===== config.mk =====
export PLATFORM = sky130hd
export DESIGN_NAME = btn_cond
export DESIGN_NICKNAME = d
export VERILOG_FILES = /design/src/rtl/btn_cond_pkg.sv /design/src/rtl/btn_cond_debounce_cell.sv /design/src/rtl/btn_cond.sv
export SDC_FILE = /design/constraint.sdc
export NUM_CORES = 1
export LEC_CHECK = 0
export BUFFER_PORTS_ARGS = -buffer_cell sky130_fd_sc_hd__buf_2
export CAP_MARGIN = 20
export CORE_UTILIZATION = 25
export CTS_BUF_LIST = sky130_fd_sc_hd__clkbuf_2
export DETAILED_ROUTE_END_ITERATION = 7
export GPL_ROUTABILITY_DRIVEN = 0
export GPL_TIMING_DRIVEN = 1
export PLACE_DENSITY = 0.44
export SETUP_SLACK_MARGIN = 0.4
export SKIP_LAST_GASP = 1
export SYNTH_ARGS = -nofsm -noshare
export SYNTH_HDL_FRONTEND = slang
export SYNTH_SLANG_ARGS = --single-unit

===== constraint.sdc =====
create_clock -name CLK -period 2.13 [get_ports CLK]
set_clock_uncertainty 0.1 [all_clocks]
set_input_delay 0.426 -clock CLK [delete_from_list [all_inputs] [get_ports CLK]]
set_output_delay 0.426 -clock CLK [all_outputs]
set_load 0.1 [all_outputs]

===== src/rtl/btn_cond_pkg.sv =====
// Shared definitions for the button/switch conditioner: the debounce cell
// state type and the default timing constants used by btn_cond and its cells.
package btn_cond_pkg;

    // Default number of consecutive stable samples needed to accept a change
    localparam int DEFAULT_DEB_CYCLES  = 4;
    // Default synchronizer depth for every raw asynchronous input
    localparam int DEFAULT_SYNC_STAGES = 2;

    // Debounce cell states; WAIT_RELEASE is the reset state so that a button
    // already held when reset lifts must be seen released before it can fire.
    typedef enum logic [2:0] {
        WAIT_RELEASE = 3'd0,
        IDLE         = 3'd1,
        PRESS_CHK    = 3'd2,
        HELD         = 3'd3,
        RELEASE_CHK  = 3'd4
    } cell_state_t;

endpackage


===== src/rtl/btn_cond_debounce_cell.sv =====
// debounce_cell: one push button is synchronized, debounced and turned into a
// single registered one-cycle pulse per accepted press.
module debounce_cell
    import btn_cond_pkg::*;
#(
    parameter int DEB_CYCLES  = DEFAULT_DEB_CYCLES,
    parameter int SYNC_STAGES = DEFAULT_SYNC_STAGES
)(
    input  logic CLK,
    input  logic RST_N,
    input  logic raw,
    output logic pulse
);

    localparam int              CNT_W   = $clog2(DEB_CYCLES + 1);
    localparam logic [CNT_W-1:0] CNT_MAX = CNT_W'(DEB_CYCLES);
    localparam logic [CNT_W-1:0] ONE     = CNT_W'(1);

    logic [SYNC_STAGES-1:0] sync_ff;
    logic                   sample;
    cell_state_t            state;
    cell_state_t            state_nxt;
    logic [CNT_W-1:0]       cnt;
    logic [CNT_W-1:0]       cnt_nxt;
    logic [CNT_W-1:0]       cnt_inc;
    logic                   pulse_nxt;

    // Shift the raw button through the synchronizer chain
    always_ff @(posedge CLK or negedge RST_N) begin
        if (!RST_N) begin
            sync_ff <= '0;
        end else begin
            sync_ff <= {sync_ff[SYNC_STAGES-2:0], raw};
        end
    end

    assign sample  = sync_ff[SYNC_STAGES-1];
    assign cnt_inc = (cnt == CNT_MAX) ? cnt : cnt + ONE;

    // State, sample counter and registered pulse
    always_ff @(posedge CLK or negedge RST_N) begin
        if (!RST_N) begin
            state <= WAIT_RELEASE;
            cnt   <= '0;
            pulse <= 1'b0;
        end else begin
            state <= state_nxt;
            cnt   <= cnt_nxt;
            pulse <= pulse_nxt;
        end
    end

    // Next-state logic; the sample that leaves IDLE or HELD already counts as
    // the first stable sample of the new level
    always_comb begin
        state_nxt = state;
        cnt_nxt   = cnt;
        pulse_nxt = 1'b0;
        case (state)
            WAIT_RELEASE: begin
                if (sample) begin
                    cnt_nxt = '0;
                end else if (cnt_inc == CNT_MAX) begin
                    state_nxt = IDLE;
                    cnt_nxt   = '0;
                end else begin
                    cnt_nxt = cnt_inc;
                end
            end
            IDLE: begin
                if (sample) begin
                    if (CNT_MAX == ONE) begin
                        state_nxt = HELD;
                        cnt_nxt   = '0;
                        pulse_nxt = 1'b1;
                    end else begin
                        state_nxt = PRESS_CHK;
                        cnt_nxt   = ONE;
                    end
                end
            end
            PRESS_CHK: begin
                if (!sample) begin
                    state_nxt = IDLE;
                    cnt_nxt   = '0;
                end else if (cnt_inc == CNT_MAX) begin
                    state_nxt = HELD;
                    cnt_nxt   = '0;
                    pulse_nxt = 1'b1;
                end else begin
                    cnt_nxt = cnt_inc;
                end
            end
            HELD: begin
                if (!sample) begin
                    if (CNT_MAX == ONE) begin
                        state_nxt = IDLE;
                        cnt_nxt   = '0;
                    end else begin
                        state_nxt = RELEASE_CHK;
                        cnt_nxt   = ONE;
                    end
                end
            end
            RELEASE_CHK: begin
                if (sample) begin
                    state_nxt = HELD;
                    cnt_nxt   = '0;
                end else if (cnt_inc == CNT_MAX) begin
                    state_nxt = IDLE;
                    cnt_nxt   = '0;
                end else begin
                    cnt_nxt = cnt_inc;
                end
            end
            default: begin
                state_nxt = WAIT_RELEASE;
                cnt_nxt   = '0;
            end
        endcase
    end

endmodule


===== src/rtl/btn_cond.sv =====
// btn_cond: conditions the Go/next push buttons and the mode-select switches
// for the controller FSM. Define BTN_COND_MS_DEBOUNCE_EN to debounce SW_MS as
// well; otherwise MS is simply the synchronized switch value.
module btn_cond
    import btn_cond_pkg::*;
#(
    parameter int DEB_CYCLES  = DEFAULT_DEB_CYCLES,
    parameter int SYNC_STAGES = DEFAULT_SYNC_STAGES
)(
    input  logic       CLK,
    input  logic       RST_N,
    input  logic       BTN_GO,
    input  logic       BTN_NEXT,
    input  logic [2:0] SW_MS,
    output logic       Go,
    output logic       next,
    output logic [2:0] MS
);

    logic [SYNC_STAGES-1:0][2:0] ms_sync_ff;
    logic [2:0]                  ms_sync;

    debounce_cell #(
        .DEB_CYCLES  (DEB_CYCLES),
        .SYNC_STAGES (SYNC_STAGES)
    ) u_go_cell (
        .CLK   (CLK),
        .RST_N (RST_N),
        .raw   (BTN_GO),
        .pulse (Go)
    );

    debounce_cell #(
        .DEB_CYCLES  (DEB_CYCLES),
        .SYNC_STAGES (SYNC_STAGES)
    ) u_next_cell (
        .CLK   (CLK),
        .RST_N (RST_N),
        .raw   (BTN_NEXT),
        .pulse (next)
    );

    // Synchronize the mode-select switches as one 3-bit word
    always_ff @(posedge CLK or negedge RST_N) begin
        if (!RST_N) begin
            ms_sync_ff <= '0;
        end else begin
            ms_sync_ff <= {ms_sync_ff[SYNC_STAGES-2:0], SW_MS};
        end
    end

    assign ms_sync = ms_sync_ff[SYNC_STAGES-1];

`ifdef BTN_COND_MS_DEBOUNCE_EN
    localparam int               CNT_W   = $clog2(DEB_CYCLES + 1);
    localparam logic [CNT_W-1:0] CNT_MAX = CNT_W'(DEB_CYCLES);
    localparam logic [CNT_W-1:0] ONE     = CNT_W'(1);

    logic [2:0]       ms_last;
    logic [2:0]       ms_q;
    logic [CNT_W-1:0] ms_cnt;
    logic [CNT_W-1:0] ms_cnt_nxt;

    // Count how many consecutive samples have matched the current one
    always_comb begin
        ms_cnt_nxt = ms_cnt;
        if (ms_sync != ms_last) begin
            ms_cnt_nxt = ONE;
        end else if (ms_cnt != CNT_MAX) begin
            ms_cnt_nxt = ms_cnt + ONE;
        end
    end

    // Adopt the switch word only once it has been stable long enough
    always_ff @(posedge CLK or negedge RST_N) begin
        if (!RST_N) begin
            ms_last <= 3'b000;
            ms_cnt  <= '0;
            ms_q    <= 3'b000;
        end else begin
            ms_last <= ms_sync;
            ms_cnt  <= ms_cnt_nxt;
            if (ms_cnt_nxt == CNT_MAX) begin
                ms_q <= ms_sync;
            end
        end
    end

    assign MS = ms_q;
`else
    assign MS = ms_sync;
`endif

endmodule


==> metrics.cfg, run 1 <==
[layout]
antennaDiodeCount=0
final-seq-area_sq_um=606
fill_cells=506
multi_input_area_sq_um=697
nNetsFinal=155
syn_to_final_growth_pct=26.0
fin_cells=209
post-route-util_pct=33.2
drive_gt1_share_pct=33.8

[timing]
period_minus_slack_ns=1.83
setup_violations=0
slew_violations=0
setup_tns_ns=0
worst_pin_slew_ns=0.546
hold_viol_final=0
fin_crit_sh_pct=85.9
maxSlewHeadroom_pct=63.6
rsz0062_at_grt=yes
max_freq_mhz=547

[setup_path]
cp_num_buf_inv=1
end_kind=flip-flop
crit_start=u_go_cell.cnt[1]$_DFFE_PN0P_
required_ns=2.27
crit_type=flip-flop to flip-flop
r2r_start=u_go_cell.cnt[1]$_DFFE_PN0P_
crit_path_start_kind=flip-flop
critical_path.max_fanout=4
slowest_stage=dfrtp_1
max_stage_delay_ns=0.48
critPathTopFamily=simple AND/OR/NAND/NOR gates
path_cells=inv_2 > ha_4 > or3b_4 > a311oi_4 > or4b_1 > a21oi_1
cp.arrival_ns=1.96

[logic_synthesis]
synth_seq_cells=24
synth_area_leader_cell=dfrtp_1
yosysMostFrequentCell=dfrtp_1
synth_adder_area_share_pct=3.98
synth_cells=123
synth_top_area_share_pct=47.7
synth_edf_count=0
syn_nets=134
synth.area.mux_share_pct=0.795
synth_compound_area_share_pct=17.4
syn_area_per_cell_sq_um=10.2
netlist_top_cells_count=24 x dfrtp_1, 11 x a21oi_1, 8 x nand2_1
yosysSeqAreaShare_pct=47.7
syn_area_sq_um=1260
yosysUniqueCellTypes=43
synth-xor-area-share_pct=1.39
yosys.area_share.simple_pct=22.4
synth_area_leaders=dfrtp_1 48%, a21oi_1 4.4%, ha_1 4.0%, nor2b_1 2.5%, nor4bb_1 2.4%
synth_warnings=0
synth_top_family_by_area=simple AND/OR/NAND/NOR gates
async_reset_ff_share_pct=100
synth-main-ff-cell=dfrtp_1

[run]
cap_viol_max_count=0

[global_routing]
grt_pass1_wl_um=4300
grt_pass1_vias=962
grt_antenna_before_repair=0
globalRouteTotalUtil_pct=10.4
grt_overflow_total=0
grt_max_degree=25

[drt]
viasPerCell=4.72
drc=0
wire_per_inst_um=13.0
drtIter0Drc=23
num_vias=986
drtPass1Iterations=4
postRouteAntennaNets=0
finalWirelength_um=2710

[die]
fp.dieArea_sq_um=5320
core_sq_um=4790
die_w_um=73.0
io_pins=12
die_y_um=73.0
start_util_pct=26.3
rows=25

[clock_network]
cts_made_buffers=3
cts.sinks=24
cts_tree=built
clock_latency_ns=0.34
max-clock-path-buffers=2
clkTransAtPathRegs_ns=0.22
root_buffer=clkbuf_2
h-tree-depth=1

[placement]
port_buffers=11
post-place-cells=196
hpwl_um=1680

[pwr]
peakVddDrop_v=0.000594
swShare_pct=41.6
internal_power_mw=1.07
pwr-share-comb_pct=52.0
pwr-share-seq_pct=38.7
leakagePower_nw=0.637
total_power_mw=1.83
power_switching_uw=761
power.density_nw_per_um2=1150
pwr-share-clk_pct=9.2

[hold_path]
hold_class=primary input to flip-flop
min_from=BTN_GO

[run_status]
status=finished, final reports clean

area by class of cell:
type	count	area share [%]
multi-input combinational	83	43.9
inverter	8	1.89
timing repair buffer	24	9.78
sequential	24	38.2
tap	67	5.28
clock buffer	3	0.946
worst paths after layout:
| path | cells past startpoint | slack, ns | endpoint |
|---|---|---|---|
| max in group asynchronous | 2 | 1.08 | u_next_cell.state[0]$_DFFE_PN0P_ |
| setup / recovery | 6 | 0.30 | u_go_cell.state[2]$_DFFE_PN0P_ |
| setup reg to reg | 6 | 0.30 | u_go_cell.state[2]$_DFFE_PN0P_ |
| min in group asynchronous | 2 | 0.46 | u_go_cell.cnt[0]$_DFFE_PN0P_ |
| hold / removal | 1 | 0.07 | u_go_cell.sync_ff[0]$_DFF_PN0_ |
| hold reg to reg | 0 | 0.28 | u_next_cell.sync_ff[1]$_DFF_PN0_ |
timing repair:
item                                    4_1_cts  5_1_grt
pin swaps                                     1        9
resized for setup                            10       13
cloned                                        0        0
hold buffers                                  1        0
endpoints found under the setup margin        6        8
hold endpoints to repair                     24        0
buffers inserted                              3        6
cell usage in the layout, fill, tap and decap left out, drive strengths merged, types with 4 or more instances in the layout:
cell     n
inv      8
buf     23
nor2b    5
nor2     7
dfrtp   24
nand2    8
a21oi   11
ha       4
nand3b   4
power groups by stage:
stage | combinational, mW | sequential, mW | clock (mW)
finish | 0.953 | 0.709 | 0.169
global route | 1.04 | 0.737 | 0.192
CTS | 0.770 | 0.707 | 0.179
detailed placement | 0.658 | 0.712 | 0
global placement | 0.644 | 0.705 | 0
floorplan | 0.604 | 0.629 | 0
registers in the layout (all words and copies together), names as in the netlist:
register and flops:
u_go_cell.state 3, MS 3, u_next_cell.cnt 3, u_next_cell.pulse 1
u_go_cell.pulse 1, u_next_cell.sync_ff 2, u_go_cell.cnt 3, ms_sync_ff 3
u_next_cell.state 3, u_go_cell.sync_ff 2
through the flow:
| step | setup WS (ns) | hold WS (ns) | instance area (sq um) |
|---|---|---|---|
| after floorplan | 0.390 | 0.0304 | 1260 |
| after global placement | 0.307 | 0.234 | 1380 |
| after detailed placement | 0.271 | 0.237 | 1380 |
| after CTS | 0.371 | 0.0506 | 1470 |
| after global routing | 0.216 | 0.0394 | 1590 |
| final | 0.301 | 0.0675 | 1590 |
per-layer routing:
| metal | up-vias | GRT usage (%) | wire [um] |
|---|---|---|---|
| met2 | 15 | 16.9 | 1320 |
| met3 | 2 | 2.90 | 67 |
| met5 | - | 0 | 0 |
| li1 | 480 | - | - |
| met1 | 489 | 14.1 | 1320 |
| met4 | 0 | 1.31 | 7 |
kinds of logic after synthesis:
kind of cell               after synthesis
muxes                                    1
adders and majority gates                4
DFF                                     24
AOI/OAI and AO/OA                       32
buffers and inverters                   16
xor gates and xnor gates                 2
and+or+nand+nor                         44
No activity file was read; power rests on OpenSTA's default activity.
==> run 2: changes to the inputs <==
--- a/config.mk
+++ b/config.mk
@@ -5,16 +5,17 @@
 export SDC_FILE = /design/constraint.sdc
 export NUM_CORES = 1
 export LEC_CHECK = 0
-export BUFFER_PORTS_ARGS = -buffer_cell sky130_fd_sc_hd__buf_2
 export CAP_MARGIN = 20
 export CORE_UTILIZATION = 25
 export CTS_BUF_LIST = sky130_fd_sc_hd__clkbuf_2
 export DETAILED_ROUTE_END_ITERATION = 7
+export DONT_BUFFER_PORTS = 1
 export GPL_ROUTABILITY_DRIVEN = 0
 export GPL_TIMING_DRIVEN = 1
-export PLACE_DENSITY = 0.44
+export PLACE_DENSITY = 0.42
 export SETUP_SLACK_MARGIN = 0.4
 export SKIP_LAST_GASP = 1
 export SYNTH_ARGS = -nofsm -noshare
 export SYNTH_HDL_FRONTEND = slang
+export SYNTH_HIERARCHICAL = 1
 export SYNTH_SLANG_ARGS = --single-unit
==> run 2 against run 1 <==
Synthesized cell count decreased by 4.9%. Critical path type unchanged. Combinational power decreased by 29%. Die area decreased by 2.5%. Largest cell class is now sequential cells. Sequential power about the same.
==> metrics.cfg, run 2 <==
[pwr]
power_switching_uw=645
leakagePower_nw=0.597
pwr-share-clk_pct=17.7
pwr-share-comb_pct=40.1
swShare_pct=38.4
peakVddDrop_v=0.000441
internal_power_mw=1.03
pwr-share-seq_pct=42.2
power.density_nw_per_um2=1160

[drt]
drtPass1Iterations=4
viasPerCell=4.53
drc=0
drtIter0Drc=20
finalWirelength_um=2210
wire_per_inst_um=11.3
postRouteAntennaNets=0
num_vias=888

[die]
fp.dieArea_sq_um=5190
rows=25
start_util_pct=26.0
die_w_um=72.0
core_sq_um=4720
die_y_um=72.0
io_pins=12

[logic_synthesis]
synth_area_leader_cell=dfrtp_1
synth_cells=117
synth-main-ff-cell=dfrtp_1
netlist_top_cells_count=24 x dfrtp_1, 10 x nand2_1, 8 x nor2_1, 8 x o21ai_0, 7 x buf_4
yosysUniqueCellTypes=25
yosysMostFrequentCell=dfrtp_1
async_reset_ff_share_pct=100
synth_seq_cells=24
synth_warnings=6
synth_edf_count=0
synth_top_area_share_pct=49.0
syn_nets=128
syn_area_sq_um=1230
syn_area_per_cell_sq_um=10.5
synth_area_leaders=dfrtp_1 49%, buf_4 4.3%, ha_1 4.1%, a32o_1 3.3%, o21ai_0 3.3%
yosysSeqAreaShare_pct=49.0

[timing]
maxSlewHeadroom_pct=75.7
setup_violations=0
slew_violations=0
fin_crit_sh_pct=76.5
rsz0062_at_grt=yes
worst_pin_slew_ns=0.364
setup_tns_ns=0
period_minus_slack_ns=1.63
hold_viol_final=0
max_freq_mhz=614

[layout]
multi_input_area_sq_um=557
layout_common_cells=24 x dfrtp_1, 10 x nand2_1, 8 x buf_4, 8 x nor2_1
fin_cells=196
final_common_cell=dfrtp_1
antennaDiodeCount=0
syn_to_final_growth_pct=18.2
drive_gt1_share_pct=14.7
nNetsFinal=141
final-seq-area_sq_um=601
fill_cells=503

[run_status]
status=finished, final reports clean

[placement]
post-place-cells=182
port_buffers=0
hpwl_um=1590

[clock_network]
clock_latency_ns=0.33
h-tree-depth=1
clkTransAtPathRegs_ns=0.23
max-clock-path-buffers=2
root_buffer=clkbuf_2
cts_made_buffers=3
cts_tree=built
cts.sinks=24

[setup_path]
crit_path_start_kind=flip-flop
cp.arrival_ns=1.82
required_ns=2.32
crit_type=flip-flop to flip-flop
path_cells=inv_1 > ha_1 > nand4bb_1 > a21boi_1 > o211ai_1 > a21oi_1
end_kind=flip-flop
slowest_stage=dfrtp_1
critical_path.max_fanout=6
max_stage_delay_ns=0.44

[run]
cap_viol_max_count=0

[global_routing]
met1_usage_pct=11.9
met3_usage_pct=1.39
grt_antenna_before_repair=0
grt_overflow_total=0
grt_pass1_vias=883
gr-usage-met2_pct=17.0
busiest_layer=met2
grt_max_degree=25
globalRouteTotalUtil_pct=9.49
grt_pass1_wl_um=3890

[hold_path]
hold_class=flip-flop to flip-flop

[run 2: stage by stage]
stage / utilization, % / hold slack [ns] / power [mW] / worst slack, ns / area, sq um
detailed placement: 27.4 / 0.0308 / 1.31 / 0.416 / 1290
floorplan: - / 0.0304 / 1.22 / 0.637 / 1230
finish: 30.7 / 0.283 / 1.68 / 0.501 / 1450
global route: 30.7 / 0.299 / 1.83 / 0.360 / 1450
global placement: 27.4 / 0.0309 / 1.29 / 0.427 / 1290
CTS: 30.4 / 0.290 / 1.66 / 0.439 / 1440
[run 2: metal layers]
| layer | routed length [um] | share of wire [%] |
|---|---|---|
| met5 | 0 | 0 |
| met4 | 16 | 0.72 |
| met3 | 45 | 2.0 |
| met2 | 1100 | 50 |
| met1 | 1060 | 48 |
[run 2: final timing paths]
| kind | from | to | slack [ns] | cells past startpoint |
|---|---|---|---|---|
| max | u_go_cell/cnt[0]$_DFFE_PN0P_ | u_go_cell/cnt[2]$_DFFE_PN0P_ | 0.50 | 6 |
| min | u_go_cell/sync_ff[0]$_DFF_PN0_ | u_go_cell/sync_ff[1]$_DFF_PN0_ | 0.28 | 0 |
| max reg2reg | u_go_cell/cnt[0]$_DFFE_PN0P_ | u_go_cell/cnt[2]$_DFFE_PN0P_ | 0.50 | 6 |
| min reg2reg | u_go_cell/sync_ff[0]$_DFF_PN0_ | u_go_cell/sync_ff[1]$_DFF_PN0_ | 0.28 | 0 |
| max in group asynchronous | RST_N | u_next_cell/state[2]$_DFFE_PN0P_ | 1.41 | 2 |
| min in group asynchronous | RST_N | u_go_cell/cnt[2]$_DFFE_PN0P_ | 0.37 | 2 |
[run 2: final cells by class]
cell class,instances,area share [%]
sequential,24,41.5
timing repair buffer,15,9.67
multi-input combinational,80,38.4
clock buffer,3,1.04
clock inverter,1,2.07
inverter,6,1.55
tap,67,5.79
[run 2: power by group through the flow]
stage	combinational (mW)	sequential, mW	clock, mW
global placement	0.567	0.722	0
finish	0.673	0.709	0.298
detailed placement	0.579	0.728	0
CTS	0.640	0.712	0.313
global route	0.759	0.735	0.331
floorplan	0.606	0.619	0
[run 2: repair_timing]
| action | 4_1_cts | 5_1_grt |
|---|---|---|
| hold buffers | 7 | 0 |
| gates resized for setup | 1 | 5 |
| pin swaps | 0 | 0 |
| endpoints found under the hold margin | 29 | 0 |
| cloned | 0 | 0 |
| setup buffers | 2 | 1 |
| setup endpoints to repair | 3 | 7 |
[run 2: critical path, delay by kind of cell (launching register included)]
family / cells / cell delay, ns
AOI/OAI and AO/OA: 3 / 0.51
adders and majority gates: 1 / 0.27
buffers and inverters: 1 / 0.08
DFF: 1 / 0.44
and+or+nand+nor: 1 / 0.19
[run 2: cell families (layout without fill, tap and decap cells)]
family / count (synthesis) / in the layout / synth area share, %
AND/OR/NAND/NOR: 42 / 42 / 19.6
flip-flops: 24 / 24 / 49.0
buffers and inverters: 13 / 25 / 6.12
AO/OA/AOI/OAI: 32 / 32 / 19.8
XOR/XNOR: 2 / 2 / 1.43
adder cells (fa/ha/maj): 4 / 4 / 4.08
==> run 3: changes to the inputs <==
==> constraint.sdc (replaced) <==
create_clock -name CLK -period 1.7 [get_ports CLK]
set_clock_uncertainty 0.1 [all_clocks]
set_input_delay 0.34 -clock CLK [delete_from_list [all_inputs] [get_ports CLK]]
set_output_delay 0.34 -clock CLK [all_outputs]
set_load 0.1 [all_outputs]
==> run 3 against run 2 <==
First-iteration DRC count rose by 55%. Utilization is 5.9 points higher. Clock-buffer cell count unchanged. Critical endpoint is now u_next_cell/cnt[2]$_DFFE_PN0P_. Routed wire length up 16%.
==> metrics.cfg, run 3 (synthesis results as in run 2) <==
[run_status]
status=finished, final reports clean

[drt]
postRouteAntennaNets=0
drtPass1Iterations=4
drtIter0Drc=31
finalWirelength_um=2560
drc=0
wire_per_inst_um=12.0
viasPerCell=4.50
num_vias=958

[layout]
fin_cells=213
fill_cells=472
nNetsFinal=158
stdcell_area_sq_um=1730
drive_gt1_share_pct=45.9
antennaDiodeCount=0
syn_to_final_growth_pct=40.9
layout_common_cells=22 x buf_4, 16 x dfrtp_1, 8 x nand2_1, 8 x nor2_1
final_common_cell=buf_4

[timing]
worst_pin_slew_ns=0.392
slew_violations=0
maxSlewHeadroom_pct=73.5
max_freq_mhz=680
period_minus_slack_ns=1.47
hold_viol_final=0
fin_crit_sh_pct=86.5
setup_tns_ns=0
setup_violations=0
rsz0062_at_grt=yes

[setup_path]
crit_start=u_next_cell/cnt[0]$_DFFE_PN0P_
worstReg2RegEnd=u_next_cell/cnt[2]$_DFFE_PN0P_
crit_path_start_kind=flip-flop
cp_num_buf_inv=1
slowest_stage=dfrtp_1
critical_path.max_fanout=6
reg2reg_depth=6
required_ns=1.83
crit_type=flip-flop to flip-flop
critPathTopFamily=flip-flops
r2r_setup_slack_ns=0.23
r2r_start=u_next_cell/cnt[0]$_DFFE_PN0P_
cp.arrival_ns=1.60
end_kind=flip-flop
max_stage_delay_ns=0.47
path_cells=inv_2 > ha_4 > nand4bb_1 > a21boi_2 > o211ai_1 > a21oi_1

[die]
core_sq_um=4720
rows=25
die_y_um=72.0
start_util_pct=26.0
fp.dieArea_sq_um=5190
die_w_um=72.0
io_pins=12

[pwr]
swShare_pct=39.7
total_power_mw=2.46
pwr-share-comb_pct=56.4
leakagePower_nw=0.698
peakVddDrop_v=0.000631
pwr-share-seq_pct=34.7
internal_power_mw=1.49
pwr-share-clk_pct=8.9
power_switching_uw=977
power.density_nw_per_um2=1430

[placement]
hpwl_um=1650
port_buffers=0
placed_area_sq_um=1360
post-place-cells=184

[clock_network]
max-clock-path-buffers=2
root_buffer=clkbuf_2
cts.sinks=24
cts_made_buffers=3
clock_latency_ns=0.33
clkTransAtPathRegs_ns=0.21
cts_tree=built
h-tree-depth=1

[hold_path]
hold_end=u_next_cell/sync_ff[1]$_DFF_PN0_
hold_class=flip-flop to flip-flop
hold_path_depth=0
min_from=u_next_cell/sync_ff[0]$_DFF_PN0_

[global_routing]
grt_antenna_before_repair=0
grt_overflow_total=0
grt_max_degree=25
grt_pass1_vias=912
globalRouteTotalUtil_pct=10.2
grt_pass1_wl_um=4220

[run]
cap_viol_max_count=0

-- run 3: cell types whose count changed in the layout (fill, tap and decap cells not counted), moves of 3 or more --
cell | before | now
inv_2 | 0 | 4
nor2b_1 | 6 | 0
dfrtp_2 | 0 | 6
inv_1 | 6 | 2
nor3b_1 | 4 | 1
nor3b_2 | 0 | 3
buf_12 | 1 | 4
nor2b_4 | 0 | 4
dfrtp_1 | 24 | 16
buf_4 | 8 | 22
ha_1 | 3 | 0
-- run 3: cell type report --
type                    count  area, sq um  share of cell area (%)
clock buffers               3         15.0                   0.869
clock inverters             1         3.75                   0.217
inverters                   6         22.5                    1.30
multi-input cells          80          682                    39.5
flip-flops and latches     24          616                    35.6
well taps                  67         83.8                    4.85
repair buffers             32          305                    17.7
-- run 3: metal layers --
layer | track usage [%] | part of all wire (%) | vias to the layer above
li1 | - | - | 476
met1 | 14.1 | 48 | 468
met2 | 16.1 | 49 | 10
met3 | 1.81 | 1.9 | 4
met4 | 3.49 | 1.4 | 0
met5 | 0 | 0 | -
-- run 3: timing repair --
item                       4_1_cts  5_1_grt
hold endpoints to repair        29        0
gates resized for setup         27       12
pin swaps                       14        3
hold buffers                     7        0
setup buffers                   15        3
setup endpoints to repair       17       18
-- run 3: how the worst max path moves through the flow --
stage,endpoint,slack [ns],cells past startpoint
5_1_grt,u_go_cell/cnt[2]$_DFFE_PN0P_,0.13,6
3_3_place_gp,u_next_cell/cnt[2]$_DFFE_PN0P_,0.25,6
2_1_floorplan,u_go_cell/cnt[2]$_DFFE_PN0P_,0.35,6
4_1_cts,Go,0.23,0
6_report,u_next_cell/cnt[2]$_DFFE_PN0P_,0.23,6
3_5_place_dp,u_next_cell/state[0]$_DFFE_PN0P_,0.25,5
-- run 3: worst register-to-register path, delay by kind of cell (launching register included) --
family / cells / cell delay, ns
AOI/OAI and AO/OA: 3 / 0.40
and+or+nand+nor: 1 / 0.13
adders and majority gates: 1 / 0.17
buffers and inverters: 1 / 0.10
DFF: 1 / 0.47
-- run 3: power by group through the flow --
stage | logic [mW] | registers [mW] | clock network, mW
floorplan | 0.897 | 0.789 | 0
CTS | 1.25 | 0.849 | 0.241
global route | 1.51 | 0.880 | 0.255
detailed placement | 0.938 | 0.891 | 0
global placement | 0.938 | 0.886 | 0
finish | 1.39 | 0.855 | 0.220
-- run 3: through the flow --
step,worst slack [ns],hold WS [ns],utilization [%]
after floorplan,0.347,-0.0556,-
after global placement,0.251,-0.0551,28.7
after detailed placement,0.246,-0.0550,28.7
after CTS,0.229,0.269,35.2
after global routing,0.134,0.254,36.6
final,0.229,0.278,36.6
